===== src/rtl/npc_pc_unit_pkg.sv =====
// Shared definitions for the program-counter unit.
// Holds the next-PC select codes and the field widths used by fetch/control.
package npc_pc_unit_pkg;

  localparam int unsigned NPC_OP_W = 3;
  localparam int unsigned IMM_W    = 26;
  localparam int unsigned BR_IMM_W = 16;

  typedef enum logic [NPC_OP_W-1:0] {
    NPC_PLUS4  = 3'b000,
    NPC_BRANCH = 3'b001,
    NPC_JUMP   = 3'b010,
    NPC_REG    = 3'b011,
    NPC_RET    = 3'b100,
    NPC_ERET   = 3'b101
  } npc_op_e;

  // True when a register-supplied target is not word aligned.
  function automatic logic is_misaligned(input logic [1:0] lsb);
    return lsb != 2'b00;
  endfunction

endpackage


===== src/rtl/npc_ras_stack.sv =====
// Circular return-address stack with a saturating entry count.
// A full stack overwrites its oldest entry; push+pop together replaces the top.
module npc_ras_stack
  import npc_pc_unit_pkg::*;
#(
  parameter int unsigned RAS_DEPTH = 4,
  parameter int unsigned WIDTH     = 32,
  localparam int unsigned PTR_W    = $clog2(RAS_DEPTH),
  localparam int unsigned CNT_W    = $clog2(RAS_DEPTH + 1)
) (
  input  logic             clk,
  input  logic             rst,
  input  logic             push,
  input  logic             pop,
  input  logic [WIDTH-1:0] din,
  output logic [WIDTH-1:0] top,
  output logic             empty,
  output logic [CNT_W-1:0] count
);

  logic [WIDTH-1:0] mem [RAS_DEPTH];
  logic [PTR_W-1:0] top_q, top_d, wr_ptr;
  logic [CNT_W-1:0] cnt_q, cnt_d;
  logic             wr_en;
  logic             do_pop;
  logic             full;

  assign do_pop = pop && (cnt_q != '0);
  assign full   = (cnt_q == CNT_W'(RAS_DEPTH));

  // Pointer/count update; a pop on an empty stack is ignored.
  always_comb begin
    top_d  = top_q;
    cnt_d  = cnt_q;
    wr_en  = 1'b0;
    wr_ptr = top_q;
    if (push && do_pop) begin
      wr_en  = 1'b1;
      wr_ptr = top_q;
    end else if (push) begin
      wr_en  = 1'b1;
      top_d  = top_q + PTR_W'(1);
      wr_ptr = top_q + PTR_W'(1);
      cnt_d  = full ? cnt_q : cnt_q + CNT_W'(1);
    end else if (do_pop) begin
      top_d = top_q - PTR_W'(1);
      cnt_d = cnt_q - CNT_W'(1);
    end
  end

  always_ff @(posedge clk) begin
    if (rst) begin
      top_q <= '0;
      cnt_q <= '0;
    end else begin
      top_q <= top_d;
      cnt_q <= cnt_d;
    end
  end

  // Entry storage needs no reset; validity is tracked by the count.
  always_ff @(posedge clk) begin
    if (!rst && wr_en) begin
      mem[wr_ptr] <= din;
    end
  end

  assign top   = mem[top_q];
  assign empty = (cnt_q == '0);
  assign count = cnt_q;

endmodule


===== src/rtl/npc_pc_unit.sv =====
// Program-counter unit: PC/EPC registers, next-PC selection, return-address stack.
// Priority on each edge is reset, then exception, then stall, then npc_op.
module npc_pc_unit
  import npc_pc_unit_pkg::*;
#(
  parameter int unsigned     WIDTH      = 32,
  parameter logic [WIDTH-1:0] RESET_PC   = WIDTH'(32'h0000_3000),
  parameter logic [WIDTH-1:0] EXC_VECTOR = WIDTH'(32'h0000_4180),
  parameter int unsigned     RAS_DEPTH  = 4
) (
  input  logic                clk,
  input  logic                rst,
  input  logic                stall,
  input  logic [NPC_OP_W-1:0] npc_op,
  input  logic [IMM_W-1:0]    imm,
  input  logic [WIDTH-1:0]    rd1,
  input  logic                link,
  input  logic                exc_req,
  output logic [WIDTH-1:0]    pc,
  output logic [WIDTH-1:0]    pc_plus4,
  output logic [WIDTH-1:0]    epc,
  output logic                ras_empty,
  output logic                ras_uflow,
  output logic                misalign
);

  localparam int unsigned CNT_W = $clog2(RAS_DEPTH + 1);

  logic [WIDTH-1:0] pc_q, pc_d;
  logic [WIDTH-1:0] epc_q, epc_d;
  logic             uflow_q, uflow_d;
  logic             mis_q, mis_d;

  logic [WIDTH-1:0] br_off;
  logic [WIDTH-1:0] jump_tgt;
  logic [WIDTH-1:0] reg_tgt;
  logic [WIDTH-1:0] ras_top;
  logic [CNT_W-1:0] ras_count;
  logic             ras_empty_w;
  logic             advance;
  logic             ras_push;
  logic             ras_pop;
  npc_op_e          op;

  assign op       = npc_op_e'(npc_op);
  assign pc_plus4 = pc_q + WIDTH'(4);
  assign br_off   = {{(WIDTH-BR_IMM_W-2){imm[BR_IMM_W-1]}}, imm[BR_IMM_W-1:0], 2'b00};
  assign jump_tgt = {pc_plus4[WIDTH-1:28], imm, 2'b00};
  assign reg_tgt  = {rd1[WIDTH-1:2], 2'b00};

  // Stack traffic only moves on a cycle that actually retires a next-PC.
  assign advance  = !stall && !exc_req;
  assign ras_push = advance && link;
  assign ras_pop  = advance && (op == NPC_RET) && (ras_count != '0);

  npc_ras_stack #(
    .RAS_DEPTH (RAS_DEPTH),
    .WIDTH     (WIDTH)
  ) u_ras (
    .clk   (clk),
    .rst   (rst),
    .push  (ras_push),
    .pop   (ras_pop),
    .din   (pc_plus4),
    .top   (ras_top),
    .empty (ras_empty_w),
    .count (ras_count)
  );

  // Next-PC selection and status pulses.
  always_comb begin
    pc_d    = pc_q;
    epc_d   = epc_q;
    uflow_d = 1'b0;
    mis_d   = 1'b0;
    if (exc_req) begin
      pc_d  = EXC_VECTOR;
      epc_d = pc_q;
    end else if (!stall) begin
      case (op)
        NPC_BRANCH: pc_d = pc_plus4 + br_off;
        NPC_JUMP:   pc_d = jump_tgt;
        NPC_REG: begin
          pc_d  = reg_tgt;
          mis_d = is_misaligned(rd1[1:0]);
        end
        NPC_RET: begin
          if (!ras_empty_w) begin
            pc_d = ras_top;
          end else begin
            pc_d    = reg_tgt;
            uflow_d = 1'b1;
            mis_d   = is_misaligned(rd1[1:0]);
          end
        end
        NPC_ERET:   pc_d = epc_q;
        default:    pc_d = pc_plus4;
      endcase
    end
  end

  always_ff @(posedge clk) begin
    if (rst) begin
      pc_q    <= RESET_PC;
      epc_q   <= '0;
      uflow_q <= 1'b0;
      mis_q   <= 1'b0;
    end else begin
      pc_q    <= pc_d;
      epc_q   <= epc_d;
      uflow_q <= uflow_d;
      mis_q   <= mis_d;
    end
  end

  assign pc        = pc_q;
  assign epc       = epc_q;
  assign ras_empty = ras_empty_w;
  assign ras_uflow = uflow_q;
  assign misalign  = mis_q;

endmodule

===== config.mk =====
export PLATFORM = sky130hd
export DESIGN_NAME = npc_pc_unit
export DESIGN_NICKNAME = d
export VERILOG_FILES = /design/src/rtl/npc_pc_unit_pkg.sv /design/src/rtl/npc_ras_stack.sv /design/src/rtl/npc_pc_unit.sv
export SDC_FILE = /design/constraint.sdc
export NUM_CORES = 1
export LEC_CHECK = 0
export ABC_AREA = 1
export BUFFER_PORTS_ARGS = -buffer_cell sky130_fd_sc_hd__buf_2
export CAP_MARGIN = 30
export CORE_UTILIZATION = 30
export DETAILED_ROUTE_END_ITERATION = 8
export HOLD_SLACK_MARGIN = 0.05
export MAX_ROUTING_LAYER = met4
export SYNTH_ARGS = -nofsm -noshare
export SYNTH_HDL_FRONTEND = slang
export SYNTH_SLANG_ARGS = --single-unit

===== constraint.sdc =====
create_clock -name clk -period 5.6 [get_ports clk]
set_input_delay 0.56 -clock clk [delete_from_list [all_inputs] [get_ports clk]]
set_output_delay 0.56 -clock clk [all_outputs]
set_load 0.005 [all_outputs]

# == Yosys cells after proc, flatten, opt, wreduce, memory -nomap -nowiden ==
# Memories as Yosys holds them, arrays and structs flattened. A register that Yosys moved wholly into a read port is not among the register bits.
# Index checks and enable logic that the tools add are counted.
# Widths: inputs -> output; s select.
# classes
addsub,6
eq_ne,8
muxes,20
bitwise_logic,2
reduce_logical,19
# ops
op,count
$pmux 32 s5,1
$add 32x3->32 const B,1
$add 32x32->32,1
$mux 32,1
$mux 15,2
$mux 2,6
$eq 3x3->1 const B,3
$mux 3,3
$logic_and 1x1->1,7
$eq 3x2->1 const B,2
$mux 1,6
$reduce_bool 2->1,2
$reduce_or 4->1,1
$add 3x1->3 const B,1
$eq 3x1->1 const B,1
$logic_not 1->1,3
$logic_not 3->1,1
$reduce_and 3->1,1
$reduce_bool 3->1,1
$reduce_or 3->1,1
$sub 3x1->3 const B,1
$add 2x1->2 const B,1
$ne 2x1->1 const B,1
$ne 2x2->1 const B,1
other kinds (5),6
# totals
regBits,71
mem_bits_rw,128
input_bits,66
output_inout_bits,99
elab_cells,63
memories,1
# mem_list
name,words,width,read_ports,rd_clocked_by_memory_dff,write_ports,line,rtl
u_ras.mem,4,32,1,1,1,npc_ras_stack.sv:21,logic [WIDTH-1:0] mem [RAS_DEPTH];

# == Depth between registers and ports, before layout ==
# Gate-level depths: netlist of run 1.
# logic_depth
ltp_word,10
ltp_mapped,24
mapped_depth_nobuf,23

# == Modules after synthesis ==
# From an unflattened synthesis of run 1, not the netlist that was laid out.
# unflattened
cells_unflattened,1516
hier_area_um2,11760.0
# modules_own_cells
module,n_inst,cells_per_inst,area_each_um2,seq_area_each_um2
npc_pc_unit,1,1139,6523.8,1321.3
npc_ras_stack,1,377,5236.3,3983.8

# == Least setup slack after synthesis of run 1 ==
# Ideal clock, no wire load.
# synth_timing
kind,input-to-reg
start,in npc_op[0]
end,"mem u_ras.mem[2][0], enable pin"
setup_ps,421
arrival_ps,3333
required_ps,5179
path_slack_ps,1846
stages,11
path_buffers,1
cell_sequence,inv_1 > nand3_1 > nor2_2 > clkbuf_1 > inv_1 > nor2_1 > ha_1 > o21ai_0 > o31ai_1 > inv_1 > nor2_1
# synth_between
elab_chain_cells,9
elab_cells_between_ends,10
cone_classes,eq/ne: 1; mux: 4; reduce/logical: 5
# synth_lines
element,line,rtl
"start, declared",npc_pc_unit.sv:14,"input logic [NPC_OP_W-1:0] npc_op,"
$eq 3x3->1 *,npc_pc_unit.sv:54,assign ras_pop = advance && (op == NPC_RET) && (ras_count != '0);
$logic_and 1x1->1 * (2 in a row),npc_pc_unit.sv:54,
$logic_and 1x1->1 *,npc_ras_stack.sv:28,assign do_pop = pop && (cnt_q != '0);
$logic_and 1x1->1 *,npc_ras_stack.sv:37,if (push && do_pop) begin
$mux 1,npc_ras_stack.sv:37,
$logic_and 1x1->1,npc_ras_stack.sv:63,if (!rst && wr_en) begin
$mux 1,npc_ras_stack.sv:63,
$mux 1 (not written as such),npc_ras_stack.sv:64,mem[wr_ptr] <= din;
"end, declared",npc_ras_stack.sv:21,
# Mark *: on every way between the ends. The rest lies on a longest branch, timed or not.

# == Worst setup path in the final report of run 1 ==
# layout_timing
start,reg pc_q[9] (netlist: pc[9])
end,reg pc_q[20] (netlist: pc[20])
# layout_between
elab_chain_cells,3
# layout_lines
element,line,rtl
"start, declared",npc_pc_unit.sv:29,"logic [WIDTH-1:0] pc_q, pc_d;"
"start signal, assigned",npc_pc_unit.sv:109,pc_q <= pc_d;
$add 32x3->32 *,npc_pc_unit.sv:46,assign pc_plus4 = pc_q + WIDTH'(4);
$add 32x32->32,npc_pc_unit.sv:81,NPC_BRANCH: pc_d = pc_plus4 + br_off;
$pmux 32 s5 *,npc_pc_unit.sv:80,case (op)
# Marks and branches as above.
# A chain may end at the register's enable or synchronous reset.

==> metrics, run 1 <==
CTS max path bufs 3; drt drc 0; initial antenna violation count 1; area leader, netlist edfxtp_1; Peak VDD IR between 0.15 and 0.2 mV; Initial Util 30.6%; Num CTS Buffers 23; syn_nets about 1600; Setup WS pre-CTS 1.65 ns; Async SR Flop Fraction 0%; YS warnings 0; DRT Pass-1 Iters 8; post-route ant nets 0; Syn Area/Cell approximately 8 sq um; final core occ around 37%; CP Launch Type flip-flop; die area between 30000 and 40000 sq um; Die Y between 150 and 200 microns; Hold Path Class in -> reg; vias in the first global route approximately 11000; sum of negative setup slack 0 ns; post-CTS setup buffer count 0; Placeable Area roughly 38000 sq um; Slew Limit Headroom a little under two fifths; Vias/cell slightly above 5; most frequent cell after synthesis nand2_1; share of layout cells above drive strength 1 approximately 17%; CP Class reg -> reg; post-route setup slack between 1.5 and 2 ns; Final Hold Fails 0; Port Buf Inserts between 150 and 200; Synth Flop Type edfxtp_1; leakage slightly above 6 nW; Post-CTS Hold Buffers 0; RSZ-0062 raised after global routing false; arrival time at the worst endpoint roughly 4.4 ns; gr ovfl total 0; Slew Limit Fails 0; root buffer cell clkbuf_16; Mapped Cells 1482; source of the critical timing path pc[9]$_SDFFE_PP0N_; GRT Overall Usage approximately 22%; H-tree levels 1; largest net degree at the start of global routing 65; synthesized area about 12000 sq um; Synth cell types 49; fin crit share 70.9%; clock sink count 201; top cell type's share of synthesized area between 30% and 40%; Fmax achieved between 200 and 300 MHz; Area Growth Syn to Fin 19.8%; TritonCTS clock tree built; dpl hpwl around 33000 microns; GP Congestion roughly 0.95; Finish-stage setup viols 0; Worst R2R End pc[20]$_SDFFE_PP0N_; top cells by area, synth edfxtp_1 33%, dfxtp_1 13%, nand2_1 12%; Worst-path clk slew ~0.070 ns; DR iter-0 viols between 700 and 800; Top Ports 165; Seq/Total Area, Yosys 45.9%; # fillers approximately 4000; first-pass GRT wire length 64500 microns; pwr dens approximately 270 nW/um^2; max cap viols 0; post-DR wirelength/cell approximately 20 microns; Final #Nets 1746; Worst Tran Pin Value just over 0.9 ns; drt total wl ~43000 microns; CP endpoint pc[20]$_SDFFE_PP0N_; Clk Latency, worst-skew pair around 0.53 ns; Clock Skews 0.0260 ns; Commonest cells post-synth 355 x nand2_1, 198 x nor2_1, 139 x inv_1; Die W 198 microns; reg2reg start pc[9]$_SDFFE_PP0N_; Final Power around 3.7 mW; WP data required around 6.1 ns; Row Count 71; post-cts sizing count 0; FF+latch count, synth roughly 200; min cycle time layout approximately 4.0 ns; vias 11100; worst hold slack ~0.35 ns; worst r2r path cells 16; status finished, final reports clean; Reg2Reg Setup Slack about 1.6 ns; endpoint class of the critical path flip-flop; Max FO, Critical Path 7; Post-synth EDFFs around 130
## flip-flops by register name, summed over array words and instances, names as in the netlist, named ones only
register,flops
u_ras.count,3
ras_uflow,1
misalign,1
pc,30
u_ras.top_q,2
u_ras.mem,128
epc,32
## metal layers
layer	track usage, %	wire length (microns)	up-vias	part of all wire, %
met5	-	0	-	0
met4	5.60	982	0	2.3
met3	3.01	3040	59	7.1
met2	35.5	19700	446	46
met1	30.2	19300	5289	45
li1	-	-	5298	-
## logic make-up (layout without fill, tap and decap cells)
group / count (synthesis) / in the layout / synth area share [%]
AO/OA/AOI/OAI: 298 / 298 / 14.4
XOR/XNOR: 21 / 21 / 1.59
adder cells (fa/ha/maj): 42 / 42 / 4.67
buffers and inverters: 205 / 378 / 7.02
flip-flops: 201 / 201 / 45.9
other: 0 / 1 / 0
AND/OR/NAND/NOR: 715 / 715 / 26.4
## area by class of cell
class | instances | area [sq um] | share of cell area [%]
Multi-Input combinational cell | 1076 | 5480 | 39.6
Timing Repair Buffer | 188 | 1090 | 7.88
Sequential cell | 201 | 5310 | 38.3
Inverter | 148 | 556 | 4.01
Clock buffer | 23 | 576 | 4.16
Tap cell | 511 | 639 | 4.62
Antenna cell | 1 | 2.50 | 0.0181
Clock inverter | 19 | 200 | 1.45
## critical path, cell delays in order, from the launching register on
cell,delay [ns]
dfxtp_1,0.55
nand2_1,0.12
nor2_1,0.17
nand3_1,0.17
nor2_1,0.30
nand2_1,0.11
xnor2_1,0.63
ha_1,0.41
nand2_1,0.20
inv_1,0.06
a21oi_1,0.23
nand3_1,0.17
nand2_1,0.09
nand2_1,0.05
o21ai_1,0.29
nand3_1,0.21
nand2_1,0.11
## worst min path at each step
stage	startpoint	endpoint	slack (ns)	depth (start not counted)
floorplan	u_ras.count[2]$_SDFFE_PP0P_	u_ras.count[2]$_SDFFE_PP0P_	0.44	1
global placement	epc[26]$_SDFFE_PP0P_	epc[26]$_SDFFE_PP0P_	0.46	2
detailed placement	u_ras.count[2]$_SDFFE_PP0P_	u_ras.count[2]$_SDFFE_PP0P_	0.46	1
CTS	rst	pc[8]$_SDFFE_PP0P_	0.35	2
global route	rst	pc[14]$_SDFFE_PP0P_	0.38	2
finish	rst	pc[14]$_SDFFE_PP0P_	0.35	2
## layout by cell type (no fill, tap or decap), types with 8 or more instances in the layout
cell | synthesis | final
nand2_1 | 355 | 355
nor2_1 | 198 | 193
buf_2 | 13 | 164
inv_1 | 139 | 139
o21ai_0 | 133 | 133
edfxtp_1 | 128 | 128
nand3_1 | 90 | 90
a21oi_1 | 90 | 90
dfxtp_1 | 73 | 72
ha_1 | 40 | 40
o22ai_1 | 31 | 31
clkbuf_16 | 0 | 23
buf_4 | 5 | 18
a221oi_1 | 17 | 17
nand4_1 | 16 | 16
xnor2_1 | 11 | 11
or2_2 | 10 | 10
nor3_1 | 10 | 10
xor2_1 | 10 | 10
nor2_4 | 5 | 9
nor2_2 | 7 | 8
inv_2 | 8 | 8
## metrics by stage
stage                     instances  instance area [sq um]
final                          2167                  13800
after global routing           2167                  13800
after CTS                      2166                  13800
after detailed placement       2124                  13100
after global placement         2118                  12900
after floorplan                1482                  11600
## where the power goes
group	switching [mW]	leakage, nW	internal [mW]
Clock	0.634	0.365	0.899
Combinational	0.387	3.90	0.179
Sequential	0.0396	1.79	1.61
Total	1.06	6.06	2.68
(Power assumes the default switching activity.)
==> run 2: changes to the inputs <==
clock period = 3.5 ns   (was 5.6 ns; I/O delays follow)
==> run 2 against run 1 <==
Against the previous run: sequential power up 60%; design area rose by 3.8%; utilization increased by 1.4 points; critical path depth rose by 2; critical path type unchanged; critical endpoint is now pc[26]$_SDFFE_PP0N_; fmax up 19%.
==> metrics, run 2 (same netlist as run 1, synthesis figures left out) <==
Die W 198 microns; largest net degree at the start of global routing 65; Top Ports around 170; Num CTS Buffers 22; root buffer cell clkbuf_16; final core occ around two fifths; Fmax achieved ~300 MHz; post-DR wirelength/cell 20.4 microns; Clk Latency, worst-skew pair approximately 0.52 ns; Peak VDD IR approximately 0.26 mV; vias 11400; dpl hpwl 34900 microns; drt total wl between 40000 and 50000 microns; Vias/cell between 5 and 6; Setup WS pre-CTS -0.145 ns; gr ovfl total 0; GRT Overall Usage between 20% and 30%; source of the critical timing path pc[17]$_SDFFE_PP0N_; WP data required 3.91 ns; CP Launch Type flip-flop; Finish-stage setup viols 0; Largest register FFs 128; endpoint class of the critical path flip-flop; min-delay src rd1[0]; Slew Limit Headroom 38.7%; max cap viols 0; CP Class reg -> reg; die area 39300 sq um; commonest non-fill, non-tap cell in the layout nand2_1; Max FO, Critical Path 6; clock sink count approximately 200; leakage 6.34 nW; vias in the first global route approximately 11000; Worst-path clk slew 0.06 ns; most used cell along the critical path nand2_1; Clock Skews 0.0132 ns; Hold Path Class in -> reg; Buf/Inv on CP 3; fin crit share approximately 95%; # placed instances approximately 2200; reg2reg start pc[17]$_SDFFE_PP0N_; slowest cell on the critical path dfxtp_1; H-tree levels 1; drt drc 0; Initial Util 30.6%; Worst Tran Pin Value a little over 0.9 ns; initial antenna violation count 1; Placeable Area about 38000 sq um; status finished, final reports clean; most frequent cells in the layout 352 x nand2_1, 187 x nor2_1, 164 x buf_2; Die Y 198 microns; Slew Limit Fails 0; post-route setup slack approximately 0.16 ns; arrival time at the worst endpoint approximately 3.8 ns; Largest Register u_ras.mem; min cycle time layout 3.34 ns; CP peak stage delay 0.45 ns; first-pass GRT wire length 67200 microns; RSZ-0062 raised after global routing true; CTS max path bufs 3; share of layout cells above drive strength 1 between 20% and 30%; DRT Pass-1 Iters 6; GP Congestion roughly 1; non-filler cells in the finished layout 2228; Area Growth Syn to Fin 24.3%; Port Buf Inserts between 150 and 200; DR iter-0 viols approximately 990; Final Hold Fails 0; crit-path cells nand2_4, nor4_1, nand4_1, xor2_2, inv_1, buf_4, ha_1, nand2_2, nor2_1, inv_1, nor3_2, nand4_1, nand3_1, nand2_1, nand3_1, nand2_1, nand2_1, nand2_1; pwr dens ~410 nW/um^2; post-route ant nets 0; Final #Nets around 1800; TritonCTS clock tree built; Row Count slightly above 70; Top delay family on crit path simple AND/OR/NAND/NOR gates
[run 2: through the flow]
stage	hold WS [ns]	instance area (sq um)	power, mW	TNS, ns
after global routing	0.102	14400	6.09	-0.0476
after detailed placement	0.459	13500	3.61	-0.248
after floorplan	0.436	11600	3.18	-2.88
after global placement	0.458	13500	3.61	-0.357
after CTS	0.0773	14200	5.87	-0.00929
final	0.0947	14400	5.88	0
[run 2: report_power, final]
| group | internal [mW] | switching (mW) | total [mW] |
|---|---|---|---|
| clock | 1.33 | 0.947 | 2.28 |
| combinational | 0.330 | 0.645 | 0.975 |
| sequential | 2.57 | 0.0533 | 2.62 |
| total | 4.23 | 1.65 | 5.88 |
[run 2: layout make-up]
| type | instances | area [sq um] |
|---|---|---|
| multi-input cells | 1076 | 5650 |
| repair buffers | 251 | 1510 |
| clock buffers | 30 | 632 |
| clock inverters | 10 | 71.3 |
| inverters | 148 | 556 |
| fillers | 3944 | 23400 |
| well taps | 511 | 639 |
| flip-flops and latches | 201 | 5310 |
| diodes | 1 | 2.50 |
[run 2: worst reg2reg max path, cell delays in order, from the launching register on]
cell     delay [ns]
dfxtp_1        0.45
nand2_4        0.13
nor4_1         0.37
nand4_1        0.26
xor2_2         0.26
inv_1          0.09
buf_4          0.17
ha_1           0.28
nand2_2        0.10
nor2_1         0.16
inv_1          0.10
nor3_2         0.16
nand4_1        0.24
nand3_1        0.16
nand2_1        0.06
nand3_1        0.07
nand2_1        0.07
nand2_1        0.07
nand2_1        0.04
[run 2: timing repair]
action                                  4_1_cts  5_1_grt
hold endpoints to repair                      0        0
hold buffers                                  0        0
gates cloned                                  0        0
endpoints found under the setup margin        6       11
resized for setup                             7       36
pin swaps                                     1        5
setup buffers                                 0        4
[run 2: path summary, 6_finish.rpt]
| path | to | slack [ns] | cells past startpoint |
|---|---|---|---|
| worst min-delay path | misalign$_SDFF_PP0_ | 0.09 | 3 |
| worst max register to register | pc[26]$_SDFFE_PP0N_ | 0.16 | 18 |
| worst max-delay path | pc[26]$_SDFFE_PP0N_ | 0.16 | 18 |
| worst min register to register | u_ras.count[2]$_SDFFE_PP0P_ | 0.47 | 1 |
[run 2: metal layers]
| layer | part of all wire (%) | track usage [%] | wire length (microns) | up-vias |
|---|---|---|---|---|
| met1 | 46 | 32.5 | 20700 | 5399 |
| li1 | - | - | - | 5434 |
| met4 | 1.9 | 5.17 | 862 | 0 |
| met5 | 0 | - | 0 | - |
| met3 | 7.9 | 3.29 | 3590 | 57 |
| met2 | 45 | 37.0 | 20300 | 518 |
